### src/rtl/fib_scheduler_if.sv
// Handshake bundle between fib_scheduler, its requesters and the shared Fibonacci core.
// The scheduler uses the slave modport; the requester/core side uses master.
interface fib_scheduler_if #(
    parameter int DATA_WIDTH = 4,
    parameter int NUM_REQ    = 4
);
    localparam int FW = 2*DATA_WIDTH+2;

    logic [NUM_REQ-1:0]            req_valid;
    logic [NUM_REQ*DATA_WIDTH-1:0] req_n;
    logic [NUM_REQ-1:0]            req_ready;
    logic [NUM_REQ-1:0]            rsp_valid;
    logic [NUM_REQ*FW-1:0]         rsp_f;
    logic [NUM_REQ-1:0]            rsp_err;
    logic [NUM_REQ-1:0]            rsp_ack;
    logic                          core_start;
    logic [DATA_WIDTH-1:0]         core_n;
    logic                          core_done;
    logic [FW-1:0]                 core_f;
    logic                          busy;

    modport master (
        output req_valid, req_n, rsp_ack, core_done, core_f,
        input  req_ready, rsp_valid, rsp_f, rsp_err, core_start, core_n, busy
    );

    modport slave (
        input  req_valid, req_n, rsp_ack, core_done, core_f,
        output req_ready, rsp_valid, rsp_f, rsp_err, core_start, core_n, busy
    );
endinterface

### src/rtl/fib_scheduler.sv
// Round-robin scheduler that shares one Fibonacci core among NUM_REQ requesters,
// with per-requester held responses and a watchdog on the core's completion.
module fib_scheduler #(
    parameter int DATA_WIDTH = 4,
    parameter int NUM_REQ    = 4,
    parameter int TIMEOUT    = 64
) (
    input  logic          clk,
    input  logic          rst,
    fib_scheduler_if.slave bus
);
    localparam int FW = 2*DATA_WIDTH+2;
    localparam int IW = (NUM_REQ > 1) ? $clog2(NUM_REQ) : 1;
    localparam int CW = $clog2(TIMEOUT+1);

    typedef enum logic [1:0] {IDLE, START, WAIT} state_t;

    state_t                  state_q, state_d;
    logic [IW-1:0]           grant_q, grant_d;
    logic [IW-1:0]           last_grant_q, last_grant_d;
    logic [DATA_WIDTH-1:0]   core_n_q, core_n_d;
    logic                    core_start_q, core_start_d;
    logic                    busy_q, busy_d;
    logic [CW-1:0]           cnt_q, cnt_d;
    logic [NUM_REQ-1:0]      rsp_valid_q, rsp_valid_d;
    logic [NUM_REQ-1:0]      rsp_err_q, rsp_err_d;
    logic [NUM_REQ*FW-1:0]   rsp_f_q, rsp_f_d;
    logic [NUM_REQ-1:0]      req_ready_c;
    logic [NUM_REQ-1:0]      eligible;
    logic                    found;
    logic [IW-1:0]           pick;
    logic [IW-1:0]           cand;

    // A requester with an unconsumed response is held off until it acks.
    assign eligible = bus.req_valid & ~rsp_valid_q;

    always_comb begin
        found = 1'b0;
        pick  = '0;
        cand  = '0;
        for (int k = 1; k <= NUM_REQ; k++) begin
            cand = IW'((int'(last_grant_q) + k) % NUM_REQ);
            if (!found && eligible[cand]) begin
                found = 1'b1;
                pick  = cand;
            end
        end
    end

    always_comb begin
        state_d      = state_q;
        grant_d      = grant_q;
        last_grant_d = last_grant_q;
        core_n_d     = core_n_q;
        core_start_d = 1'b0;
        busy_d       = busy_q;
        cnt_d        = cnt_q;
        rsp_valid_d  = rsp_valid_q & ~bus.rsp_ack;
        rsp_err_d    = rsp_err_q;
        rsp_f_d      = rsp_f_q;
        req_ready_c  = '0;
        unique case (state_q)
            IDLE: begin
                if (found) begin
                    req_ready_c[pick] = 1'b1;
                    grant_d           = pick;
                    core_n_d          = bus.req_n[pick*DATA_WIDTH +: DATA_WIDTH];
                    core_start_d      = 1'b1;
                    busy_d            = 1'b1;
                    state_d           = START;
                end
            end
            START: begin
                cnt_d   = '0;
                state_d = WAIT;
            end
            WAIT: begin
                // A completion landing on the last watchdog cycle still counts as success.
                if (bus.core_done || cnt_q == CW'(TIMEOUT-1)) begin
                    rsp_valid_d[grant_q]        = 1'b1;
                    rsp_err_d[grant_q]          = !bus.core_done;
                    rsp_f_d[grant_q*FW +: FW]   = bus.core_done ? bus.core_f : {FW{1'b1}};
                    last_grant_d                = grant_q;
                    busy_d                      = 1'b0;
                    cnt_d                       = '0;
                    state_d                     = IDLE;
                end else if (cnt_q != {CW{1'b1}}) begin
                    cnt_d = cnt_q + 1'b1;
                end
            end
            default: state_d = IDLE;
        endcase
    end

    always_ff @(posedge clk or posedge rst) begin
        if (rst) begin
            state_q      <= IDLE;
            grant_q      <= '0;
            last_grant_q <= IW'(NUM_REQ-1);
            core_n_q     <= '0;
            core_start_q <= 1'b0;
            busy_q       <= 1'b0;
            cnt_q        <= '0;
            rsp_valid_q  <= '0;
            rsp_err_q    <= '0;
            rsp_f_q      <= '0;
        end else begin
            state_q      <= state_d;
            grant_q      <= grant_d;
            last_grant_q <= last_grant_d;
            core_n_q     <= core_n_d;
            core_start_q <= core_start_d;
            busy_q       <= busy_d;
            cnt_q        <= cnt_d;
            rsp_valid_q  <= rsp_valid_d;
            rsp_err_q    <= rsp_err_d;
            rsp_f_q      <= rsp_f_d;
        end
    end

    assign bus.req_ready  = rst ? '0 : req_ready_c;
    assign bus.rsp_valid  = rsp_valid_q;
    assign bus.rsp_err    = rsp_err_q;
    assign bus.rsp_f      = rsp_f_q;
    assign bus.core_start = core_start_q;
    assign bus.core_n     = core_n_q;
    assign bus.busy       = busy_q;
endmodule

### src/flat_wrapper.sv
// flat-port wrapper written by rule: the top's interface ports become plain ports
module fib_scheduler_flat 
#(
    parameter int DATA_WIDTH = 4,
    parameter int NUM_REQ    = 4,
    parameter int TIMEOUT    = 64
)
  (clk, rst, bus_req_valid, bus_req_n, bus_rsp_ack, bus_core_done, bus_core_f, bus_req_ready, bus_rsp_valid, bus_rsp_f, bus_rsp_err, bus_core_start, bus_core_n, bus_busy);
  fib_scheduler_if #(.DATA_WIDTH(DATA_WIDTH), .NUM_REQ(NUM_REQ)) bus_i ();
  input  logic clk;
  input  logic rst;
  input wire logic [$bits(bus_i.req_valid)-1:0] bus_req_valid;
  input wire logic [$bits(bus_i.req_n)-1:0] bus_req_n;
  input wire logic [$bits(bus_i.rsp_ack)-1:0] bus_rsp_ack;
  input wire logic [$bits(bus_i.core_done)-1:0] bus_core_done;
  input wire logic [$bits(bus_i.core_f)-1:0] bus_core_f;
  output wire logic [$bits(bus_i.req_ready)-1:0] bus_req_ready;
  output wire logic [$bits(bus_i.rsp_valid)-1:0] bus_rsp_valid;
  output wire logic [$bits(bus_i.rsp_f)-1:0] bus_rsp_f;
  output wire logic [$bits(bus_i.rsp_err)-1:0] bus_rsp_err;
  output wire logic [$bits(bus_i.core_start)-1:0] bus_core_start;
  output wire logic [$bits(bus_i.core_n)-1:0] bus_core_n;
  output wire logic [$bits(bus_i.busy)-1:0] bus_busy;
  assign bus_i.req_valid = bus_req_valid;
  assign bus_i.req_n = bus_req_n;
  assign bus_i.rsp_ack = bus_rsp_ack;
  assign bus_i.core_done = bus_core_done;
  assign bus_i.core_f = bus_core_f;
  assign bus_req_ready = bus_i.req_ready;
  assign bus_rsp_valid = bus_i.rsp_valid;
  assign bus_rsp_f = bus_i.rsp_f;
  assign bus_rsp_err = bus_i.rsp_err;
  assign bus_core_start = bus_i.core_start;
  assign bus_core_n = bus_i.core_n;
  assign bus_busy = bus_i.busy;
  fib_scheduler #(.DATA_WIDTH(DATA_WIDTH), .NUM_REQ(NUM_REQ), .TIMEOUT(TIMEOUT)) u_core (.clk(clk), .rst(rst), .bus(bus_i));
endmodule
### config.mk
export PLATFORM = sky130hd
export DESIGN_NAME = fib_scheduler_flat
export DESIGN_NICKNAME = d
export VERILOG_FILES = /design/src/rtl/fib_scheduler_if.sv /design/src/rtl/fib_scheduler.sv /design/src/flat_wrapper.sv
export SDC_FILE = /design/constraint.sdc
export NUM_CORES = 1
export LEC_CHECK = 0
export ABC_AREA = 1
export CORE_MARGIN = 1.5
export CORE_UTILIZATION = 55
export CTS_BUF_LIST = sky130_fd_sc_hd__clkbuf_4 sky130_fd_sc_hd__clkbuf_8
export DETAILED_ROUTE_END_ITERATION = 10
export MAX_ROUTING_LAYER = met4
export PLACE_DENSITY = 0.88
export SLEW_MARGIN = 5
export SYNTH_ARGS = -nofsm -noshare
export SYNTH_HDL_FRONTEND = slang
export SYNTH_SLANG_ARGS = --single-unit
### constraint.sdc
create_clock -name clk -period 7.87 [get_ports clk]
set_clock_uncertainty 0.15 [all_clocks]
set_input_delay 1.9675 -clock clk [delete_from_list [all_inputs] [get_ports clk]]
set_output_delay 1.9675 -clock clk [all_outputs]
set_load 0.03 [all_outputs]
==> flow_metrics.tcl, run 1 <==
set metrics [dict create \
    clk_pin_slew_ps 70 \
    grt_start_max_net_pins 68 \
    cts_buffers 9 \
    synthArstFlopShare 1.000 \
    syn_to_final_growth_pct 30.48 \
    start_util 0.5709 \
    worst_ep_required_time_ps 5750 \
    grt_pass1_vias 3698 \
    grt-ovfl-total 0 \
    setup_tns_ps 0 \
    top_layer "met4" \
    ir_drop_mv 0.2258 \
    coreArea_um2 6794 \
    ys_ff_latch 67 \
    num_rows 30 \
    crit_arrival_ps 4440 \
    timing.fmax_mhz 152.5 \
    wl_per_cell_um 14.95 \
    grt_pass1_wl_mm 17.58 \
    drv_cap 0 \
    htreeDepth 3 \
    synth_top_family_by_area "simple AND/OR/NAND/NOR gates" \
    first_pass_iters 6 \
    leakagePower_uw 0.002307 \
    die_area_um2 7565 \
    synth-adder-area-share 0.03871 \
    setup_viol 0 \
    viasPerCell 5.536 \
    clk_path_buf_depth 2 \
    synth_ff_type "dfrtp_1" \
    dp_hpwl_mm 7.899 \
    finalCriticalPeriod_ps 6557 \
    cp-start-kind "primary input" \
    wl_met2_mm 4.991 \
    fp.dieH_um 86.98 \
    wl_met3_um 615 \
    synth_enable_flop_cells 0 \
    synth-xor-area-share 0 \
    yosysSeqAreaShare 0.4329 \
    powerDensity_nw_per_um2 444.2 \
    cts_tree "yes" \
    post-route-period-util 0.8331 \
    synth_mux_area_frac 0.005161 \
    antenna_found_initial 0 \
    slew_headroom 0.4356 \
    met1Wirelength_mm 4.588 \
    yosys.area_share.simple 0.2819 \
    io_buffers 94 \
    rsz0062_at_grt "no" \
    gp_congestion 0.9726 \
    wl_mm 10.54 \
    vias 3903 \
    syn_inst 513 \
    finalHoldViolCount 0 \
    antenna_left 0 \
    cts-root-buf "clkbuf_8" \
    synth.most_common_cell "nand2_1" \
    critPathKind "in -> out" \
    critPathCaptureType "output pin" \
    cts_resized 0 \
    fin_nets 653 \
    critPathMaxFanout 11 \
    synth_compound_area_frac 0.1687 \
    synth_nets 562 \
    io_pins 95 \
    synth_commonest_cells "nand2_1 (131), o21ai_0 (88), dfrtp_1 (65)" \
    whs_ps 336.8 \
    status "finished clean" \
    synth_top_cell_by_area "dfrtp_1" \
    slew_violations 0 \
    drive_gt1_frac 0.08210 \
    hp-class "reg -> reg" \
    cts_hold_buffers 0 \
    route.detailed.drc 0 \
    drt_iter0_drc 248 \
    insertion_delay_ps 350 \
    synth.avg_cell_area_um2 7.561 \
    post-route-util 0.7449 \
    netlist_area_um2 3879 \
    synthTopCellsByArea "dfrtp_1 (42%), nand2_1 (13%), o21ai_0 (11%), inv_1 (4.5%), nand3_1 (4.5%)" \
    yosysTopAreaCellShare 0.4194 \
    postCtsSetupRepairBufs 0 \
    tightest_slew_ps 846.6 \
    die_w_um 86.98 \
    clock_sinks 67 \
    ys_types 37 \
    synth_warnings 0 \
    grtUsageTotal 0.3085 \
    antenna_cells 0 \
]
final timing paths:
check	startpoint	endpoint	slack, ps	cells after the start
min in group asynchronous	rst	u_core.bus.core_n[3]$_DFFE_PP0P_	2060	3
hold reg to reg	u_core.bus.rsp_f[27]$_DFFE_PP0P_	u_core.bus.rsp_f[27]$_DFFE_PP0P_	340	2
setup reg to reg	u_core.grant_q[0]$_DFFE_PP0P_	u_core.bus.rsp_f[12]$_DFFE_PP0P_	4440	6
setup / recovery	bus_req_valid[3]	bus_req_ready[1]	1310	12
hold / removal	u_core.bus.rsp_f[27]$_DFFE_PP0P_	u_core.bus.rsp_f[27]$_DFFE_PP0P_	340	2
max in group asynchronous	rst	u_core.bus.rsp_valid[3]$_DFF_PP0_	4930	3
logic make-up (layout without fill, tap and decap cells):
| family | Yosys count | after routing |
|---|---|---|
| flip-flops | 67 | 67 |
| adder cells (fa/ha/maj) | 12 | 12 |
| AO/OA/AOI/OAI | 121 | 121 |
| buffers and inverters | 67 | 163 |
| AND/OR/NAND/NOR | 244 | 244 |
| multiplexers | 2 | 2 |
power breakdown:
part           total [uW]  switching, uW  internal [uW]
Sequential            553           86.1            467
Clock                 285            135            150
Combinational        1410            941            470
Total                2250           1160           1090
state kept, by name (all words and copies together) (netlist names):
signal                 flops
u_core.bus.busy            1
u_core.bus.core_n          4
u_core.bus.core_start      1
u_core.bus.rsp_err         4
u_core.bus.rsp_f          40
u_core.bus.rsp_valid       4
u_core.cnt_q               7
u_core.grant_q             2
u_core.last_grant_q        2
u_core.state_q             2
metal layers:
| metal | global-route usage | up-vias |
|---|---|---|
| li1 | - | 1881 |
| met1 | 0.3927 | 1809 |
| met2 | 0.4729 | 178 |
| met3 | 0.05782 | 35 |
| met4 | 0.1525 | 0 |
| met5 | - | - |
worst max-delay path: stages:
cell and delay [ps]:
clkdlybuf4s50_1 500, nand3_1 110, nand2_1 100, nand2_1 60, nand2_1 100, inv_1 50, nand4_1 90, nand2_1 210
inv_1 210, nand2_1 140, nor3_1 200, clkdlybuf4s50_1 700
cell type report:
type	instances	area, um^2
inverter	52	197.7
tap	96	120.1
sequential	67	1679
fill	525	1733
multi-input combinational	379	1918
timing repair buffer	95	948.4
clock inverter	6	66.31
clock buffer	10	131.4
layout by cell type (no fill, tap or decap), types with 3 or more instances in the layout:
cell type        netlist  final
nand4_1                7      7
inv_2                  2      3
ha_1                  12     12
inv_1                 47     46
a2bb2oi_1              4      4
nor2_1                31     31
nand3_1               35     35
a21oi_1                9      9
clkdlybuf4s50_1        0     94
nand2_2               14     14
a22oi_1                3      3
o21ai_1                6      6
o21ai_0               88     88
nand2_1              131    131
nor3_1                14     14
o22ai_1                4      4
clkinv_4               0      3
clkbuf_8               0      9
dfrtp_1               65     65
through the flow:
| stage | instance area (um^2) | std cells | total power [uW] | setup WS (ps) |
|---|---|---|---|---|
| after floorplan | 3879 | 513 | 1531 | 1317 |
| after global placement | 4863 | 689 | 1917 | 1448 |
| after detailed placement | 4863 | 689 | 1951 | 1349 |
| after CTS | 5061 | 705 | 2241 | 1324 |
| after global routing | 5061 | 705 | 2420 | 1053 |
| final | 5061 | 705 | 2248 | 1313 |
(Power assumes the default switching activity.)
==> inputs of run 2 (changes only) <==
--- a/config.mk
+++ b/config.mk
@@ -7,11 +7,11 @@
 export LEC_CHECK = 0
 export ABC_AREA = 1
 export CORE_MARGIN = 1.5
-export CORE_UTILIZATION = 55
+export CORE_UTILIZATION = 46
 export CTS_BUF_LIST = sky130_fd_sc_hd__clkbuf_4 sky130_fd_sc_hd__clkbuf_8
 export DETAILED_ROUTE_END_ITERATION = 10
 export MAX_ROUTING_LAYER = met4
-export PLACE_DENSITY = 0.88
+export PLACE_DENSITY = 0.78
 export SLEW_MARGIN = 5
 export SYNTH_ARGS = -nofsm -noshare
 export SYNTH_HDL_FRONTEND = slang
==> constraint.sdc (replaced) <==
create_clock -name clk -period 5.28 [get_ports clk]
set_clock_uncertainty 0.15 [all_clocks]
set_input_delay 1.32 -clock clk [delete_from_list [all_inputs] [get_ports clk]]
set_output_delay 1.32 -clock clk [all_outputs]
set_load 0.03 [all_outputs]
==> run 2 against run 1 <==
Against the previous run:
- final cell count increased by 1.6%
- clock-buffer cell count did not move
- routed wire length is 1.2% lower
- power is 54% higher
- die area up 19%
- utilization is 12 points lower
- first-iteration DRC count fell by 33%
- largest power group unchanged
- via count fell by 0.20%
- sequential power rose by 49%
- non-clock buffer count is 2 higher
==> flow_metrics.tcl, run 2 (synthesis gave the netlist of run 1 again) <==
set metrics [dict create \
    status "finished clean" \
    grt-ovfl-total 0 \
    viasPerCell 5.440 \
    fill_cells 723 \
    hp-class "reg -> reg" \
    fin_nets 655 \
    start_util 0.4744 \
    grt_pass1_vias 3743 \
    grtUsageTotal 0.2532 \
    grt_pass1_wl_mm 17.27 \
    gp_congestion 0.9148 \
    drt_iter0_drc 165 \
    clk_pin_slew_ps 70 \
    timing.fmax_mhz 195.4 \
    slowest_stage "clkdlybuf4s50_1" \
    insertion_delay_ps 350 \
    post-route-util 0.6293 \
    cts_buffers 9 \
    num_rows 33 \
    cp-start-kind "primary input" \
    ir_drop_mv 0.4756 \
    layout_common_cells "nand2_1 (131), clkdlybuf4s50_1 (92), o21ai_0 (88)" \
    reg2reg_slack_ps 1990 \
    fp.dieH_um 94.83 \
    finalCriticalPeriod_ps 5118 \
    rr_endpoint "u_core.bus.rsp_f[30]$_DFFE_PP0P_" \
    drive_gt1_frac 0.08511 \
    critPathKind "in -> out" \
    tightest_slew_ps 831.5 \
    leakagePower_uw 0.002375 \
    first_pass_iters 5 \
    io_pins 95 \
    dp_hpwl_mm 7.787 \
    wl_per_cell_um 14.54 \
    finalHoldViolCount 0 \
    route.detailed.drc 0 \
    crit_chain "clkdlybuf4s50_1 > nand3_1 > nand2_2 > nand2_1 > nand2_2 > nor2_1 > nand2_1 > nand3_1 > nor2_4 > inv_2 > nor3_1 > clkdlybuf4s50_1" \
    worst_ep_required_time_ps 3810 \
    die_area_um2 8992 \
    cpPeakStageDelay_ps 690 \
    coreArea_um2 8175 \
    post-route-period-util 0.9694 \
    syn_to_final_growth_pct 32.65 \
    cts_tree "yes" \
    grt_start_max_net_pins 68 \
    critPathCapture "bus_req_ready[1]" \
    cts-root-buf "clkbuf_8" \
    die_w_um 94.83 \
    r2r_cells 9 \
    vias 3895 \
    rsz0062_at_grt "no" \
    largest_reg_flops 40 \
    setup_tns_ps 0 \
    slew_violations 0 \
    whs_ps 330.5 \
    reg2reg_from "u_core.grant_q[0]$_DFFE_PP0P_" \
    antenna_left 0 \
    dp_slack_ps 131.8 \
    slew_headroom 0.4456 \
    startpoint "bus_req_valid[0]" \
    clock_sinks 67 \
    io_buffers 94 \
    critPathCaptureType "output pin" \
    fin_ws_ps 161.6 \
    postCtsSetupRepairBufs 0 \
    wl_mm 10.41 \
    htreeDepth 3 \
    clk_path_buf_depth 2 \
    critPathMaxFanout 8 \
    setup_viol 0 \
    powerDensity_nw_per_um2 671.3 \
    crit_arrival_ps 3650 \
    antenna_cells 0 \
    antenna_found_initial 0 \
    drv_cap 0 \
    final_common_cell "nand2_1" \
]
-- run 2: stage by stage --
| step | instances | power (uW) | instance area, um^2 |
|---|---|---|---|
| after CTS | 716 | 3443 | 5140 |
| after detailed placement | 700 | 2905 | 4890 |
| after global routing | 716 | 3725 | 5145 |
| final | 716 | 3454 | 5145 |
| after floorplan | 513 | 2281 | 3879 |
| after global placement | 700 | 2855 | 4890 |
-- run 2: area by class of cell --
class                           instances  area (um^2)  share of cell area
Clock buffer                           10        137.6             0.02675
Tap cell                              105        131.4             0.02554
Multi-Input combinational cell        379         1918              0.3728
Sequential cell                        67         1679              0.3264
Clock inverter                          6        112.6             0.02189
Inverter                               52        197.7             0.03842
Timing Repair Buffer                   97        968.4              0.1882
-- run 2: per-layer routing --
layer | part of all wire | wire [um] | global-route usage
met5 | 0 | 0 | -
met4 | 0.029 | 304 | 0.1219
met3 | 0.058 | 607 | 0.04187
met2 | 0.48 | 5035 | 0.4179
met1 | 0.43 | 4467 | 0.2995
-- run 2: how the worst min path moves through the flow --
stage | from | endpoint | cells past startpoint
finish | u_core.bus.core_n[1]$_DFFE_PP0P_ | u_core.bus.core_n[1]$_DFFE_PP0P_ | 2
global route | u_core.bus.rsp_f[28]$_DFFE_PP0P_ | u_core.bus.rsp_f[28]$_DFFE_PP0P_ | 2
CTS | u_core.bus.core_n[1]$_DFFE_PP0P_ | u_core.bus.core_n[1]$_DFFE_PP0P_ | 2
detailed placement | u_core.bus.core_n[1]$_DFFE_PP0P_ | u_core.bus.core_n[1]$_DFFE_PP0P_ | 2
global placement | u_core.bus.core_n[2]$_DFFE_PP0P_ | u_core.bus.core_n[2]$_DFFE_PP0P_ | 2
floorplan | u_core.cnt_q[6]$_DFFE_PP0P_ | u_core.cnt_q[6]$_DFFE_PP0P_ | 2
-- run 2: worst max-delay path: cells and delay by family --
family,cells,cell delay [ps]
buf+inv,3,1260
simple gates,9,1070
-- run 2: power by group --
group,leakage (uW),switching (uW),internal (uW),total [uW]
clock,0.000126,203,327,530
sequential,0.000884,127,696,822
combinational,0.00137,1390,708,2100
-- run 2: timing repair --
action / 4_1_cts / 5_1_grt
endpoints found under the setup margin: 0 / 2
resized for setup: 0 / 2
hold buffers: 0 / 0
==> inputs of run 3 (changes only) <==
--- a/config.mk
+++ b/config.mk
@@ -7,11 +7,11 @@
 export LEC_CHECK = 0
 export ABC_AREA = 1
 export CORE_MARGIN = 1.5
-export CORE_UTILIZATION = 46
+export CORE_UTILIZATION = 55
 export CTS_BUF_LIST = sky130_fd_sc_hd__clkbuf_4 sky130_fd_sc_hd__clkbuf_8
 export DETAILED_ROUTE_END_ITERATION = 10
 export MAX_ROUTING_LAYER = met4
-export PLACE_DENSITY = 0.78
+export PLACE_DENSITY = 0.88
 export SLEW_MARGIN = 5
 export SYNTH_ARGS = -nofsm -noshare
 export SYNTH_HDL_FRONTEND = slang
==> constraint.sdc (replaced) <==
create_clock -name clk -period 6.2 [get_ports clk]
set_clock_uncertainty 0.15 [all_clocks]
set_input_delay 1.55 -clock clk [delete_from_list [all_inputs] [get_ports clk]]
set_output_delay 1.55 -clock clk [all_outputs]
set_load 0.03 [all_outputs]
==> run 3 against run 2 <==
Against the previous run:
- final cell count down 1.5%
- design area down 1.1%
- combinational power down 15%
- largest cell class unchanged
- via count up 1.0%
- utilization up 12 points
- worst setup slack better by 330 ps
- clock power down 22%
- highest routed layer unchanged
- first-iteration DRC count up 82%
- die area down 16%
- sequential power down 14%
==> flow_metrics.tcl, run 3 (synthesis gave the netlist of run 1 again) <==
set metrics [dict create \
    rsz0062_at_grt "no" \
    clk_path_buf_depth 2 \
    grt-ovfl-total 0 \
    dp_hpwl_mm 8.047 \
    place_area_um2 4863 \
    crit_family "buffers and inverters" \
    leakagePower_uw 0.002312 \
    grt_pass1_wl_mm 18.08 \
    die_area_um2 7565 \
    post-route-util 0.7492 \
    coreArea_um2 6794 \
    critPathCaptureType "output pin" \
    grt_start_max_net_pins 68 \
    worst_ep_required_time_ps 4500 \
    first_pass_iters 8 \
    final_area_um2 5090 \
    start_util 0.5709 \
    num_rows 30 \
    powerDensity_nw_per_um2 570.9 \
    reg2reg_slack_ps 2900 \
    p_sw_uw 1480 \
    die_w_um 86.98 \
    instances_no_fill 705 \
    antenna_left 0 \
    ir_drop_mv 0.2956 \
    dp.cells 689 \
    cpPeakStageDelay_ps 700 \
    fin_nets 653 \
    crit_chain "clkdlybuf4s50_1 > nand3_1 > nand3_1 > nand2_2 > nand4_1 > nand2_1 > inv_1 > nand2_1 > nor3_1 > clkdlybuf4s50_1" \
    grtUsageTotal 0.3164 \
    drt_iter0_drc 301 \
    tightest_slew_ps 827.8 \
    p_comb_frac 0.616 \
    drv_cap 0 \
    slew_violations 0 \
    clock_sinks 67 \
    critPathCapture "bus_req_ready[0]" \
    setup_viol 0 \
    final_common_cell "nand2_1" \
    drive_gt1_frac 0.08210 \
    io_pins 95 \
    io_buffers 94 \
    layout_common_cells "nand2_1 (131), clkdlybuf4s50_1 (94), o21ai_0 (88)" \
    cts_resized 0 \
    syn_to_final_growth_pct 31.23 \
    slowest_stage "clkdlybuf4s50_1" \
    gp_congestion 0.9731 \
    p_seq_frac 0.242 \
    cp_num_buf_inv 3 \
    wl_per_cell_um 15.39 \
    vias 3935 \
    slew_headroom 0.4481 \
    clk_pin_slew_ps 80 \
    postCtsSetupRepairBufs 0 \
    htreeDepth 3 \
    cts-root-buf "clkbuf_8" \
    fp.dieH_um 86.98 \
    viasPerCell 5.582 \
    timing.fmax_mhz 175.2 \
    r2r_cells 11 \
    cts_hold_buffers 0 \
    worstSetupPathDepth 10 \
    grt_pass1_vias 3827 \
    antenna_found_initial 0 \
    wl_mm 10.85 \
    p_sw_frac 0.5093 \
    reg2reg_from "u_core.grant_q[0]$_DFFE_PP0P_" \
    cp-start-kind "primary input" \
    finalCriticalPeriod_ps 5707 \
    cts_tree "yes" \
    insertion_delay_ps 350 \
    clkPwrFrac 0.142 \
    critPathKind "in -> out" \
    worstHoldStart "u_core.bus.rsp_f[22]$_DFFE_PP0P_" \
    internal_power_uw 1426 \
    post-route-period-util 0.9205 \
    largest_reg_flops 40 \
    rr_endpoint "u_core.bus.rsp_f[32]$_DFFE_PP0P_" \
    startpoint "bus_req_valid[1]" \
    finalHoldViolCount 0 \
    crit_arrival_ps 4010 \
    cts_buffers 9 \
    antenna_cells 0 \
    critPathMaxFanout 11 \
    status "finished clean" \
    route.detailed.drc 0 \
    hp-class "reg -> reg" \
    setup_tns_ps 0 \
]
-- run 3: layout make-up --
type                    count  area [um^2]
well taps                  96        120.1
inverters                  52        197.7
fillers                   533         1704
multi-input cells         379         1918
repair buffers             95        948.4
flip-flops and latches     67         1679
clock buffers              10        137.6
clock inverters             6        88.84
-- run 3: worst min path at each step --
| stage | endpoint | slack, ps | depth (start not counted) |
|---|---|---|---|
| after detailed placement | u_core.bus.rsp_f[22]$_DFFE_PP0P_ | 320 | 2 |
| final | u_core.bus.rsp_f[22]$_DFFE_PP0P_ | 340 | 2 |
| after floorplan | u_core.cnt_q[6]$_DFFE_PP0P_ | 340 | 2 |
| after global placement | u_core.bus.rsp_f[5]$_DFFE_PP0P_ | 310 | 2 |
| after global routing | u_core.bus.rsp_f[3]$_DFFE_PP0P_ | 350 | 1 |
| after CTS | u_core.bus.rsp_f[22]$_DFFE_PP0P_ | 340 | 2 |
-- run 3: worst reg2reg max path, stage by stage (launching register included) --
cell      delay (ps)
dfrtp_1          710
inv_1            290
ha_1             470
clkinv_1         280
nand2_1          100
inv_1            110
nand2_1           60
o21ai_0           60
inv_1             60
o21ai_0          540
a22oi_1          180
o21ai_0          190
-- run 3: power by group through the flow --
stage | clock (uW) | combinational [uW] | sequential (uW)
5_1_grt | 433 | 1970 | 722
3_5_place_dp | 0 | 1770 | 709
2_1_floorplan | 0 | 1010 | 936
4_1_cts | 417 | 1770 | 703
3_3_place_gp | 0 | 1730 | 701
6_report | 413 | 1790 | 704
-- run 3: routing by layer --
| metal | GRT usage | vias to the layer above | share of wire |
|---|---|---|---|
| li1 | - | 1890 | - |
| met1 | 0.3888 | 1803 | 0.41 |
| met2 | 0.5088 | 206 | 0.48 |
| met3 | 0.06066 | 36 | 0.068 |
| met4 | 0.1378 | 0 | 0.035 |
| met5 | - | - | 0 |
-- run 3: per-stage QoR --
step | hold WS [ps] | power, uW | setup slack (ps)
6_report | 338.0 | 2906 | 492.8
4_1_cts | 341.1 | 2892 | 494.9
3_3_place_gp | 314.8 | 2432 | 618.1
2_1_floorplan | 335.1 | 1943 | 482.2
5_1_grt | 349.5 | 3123 | 215.3
3_5_place_dp | 321.9 | 2475 | 518.2
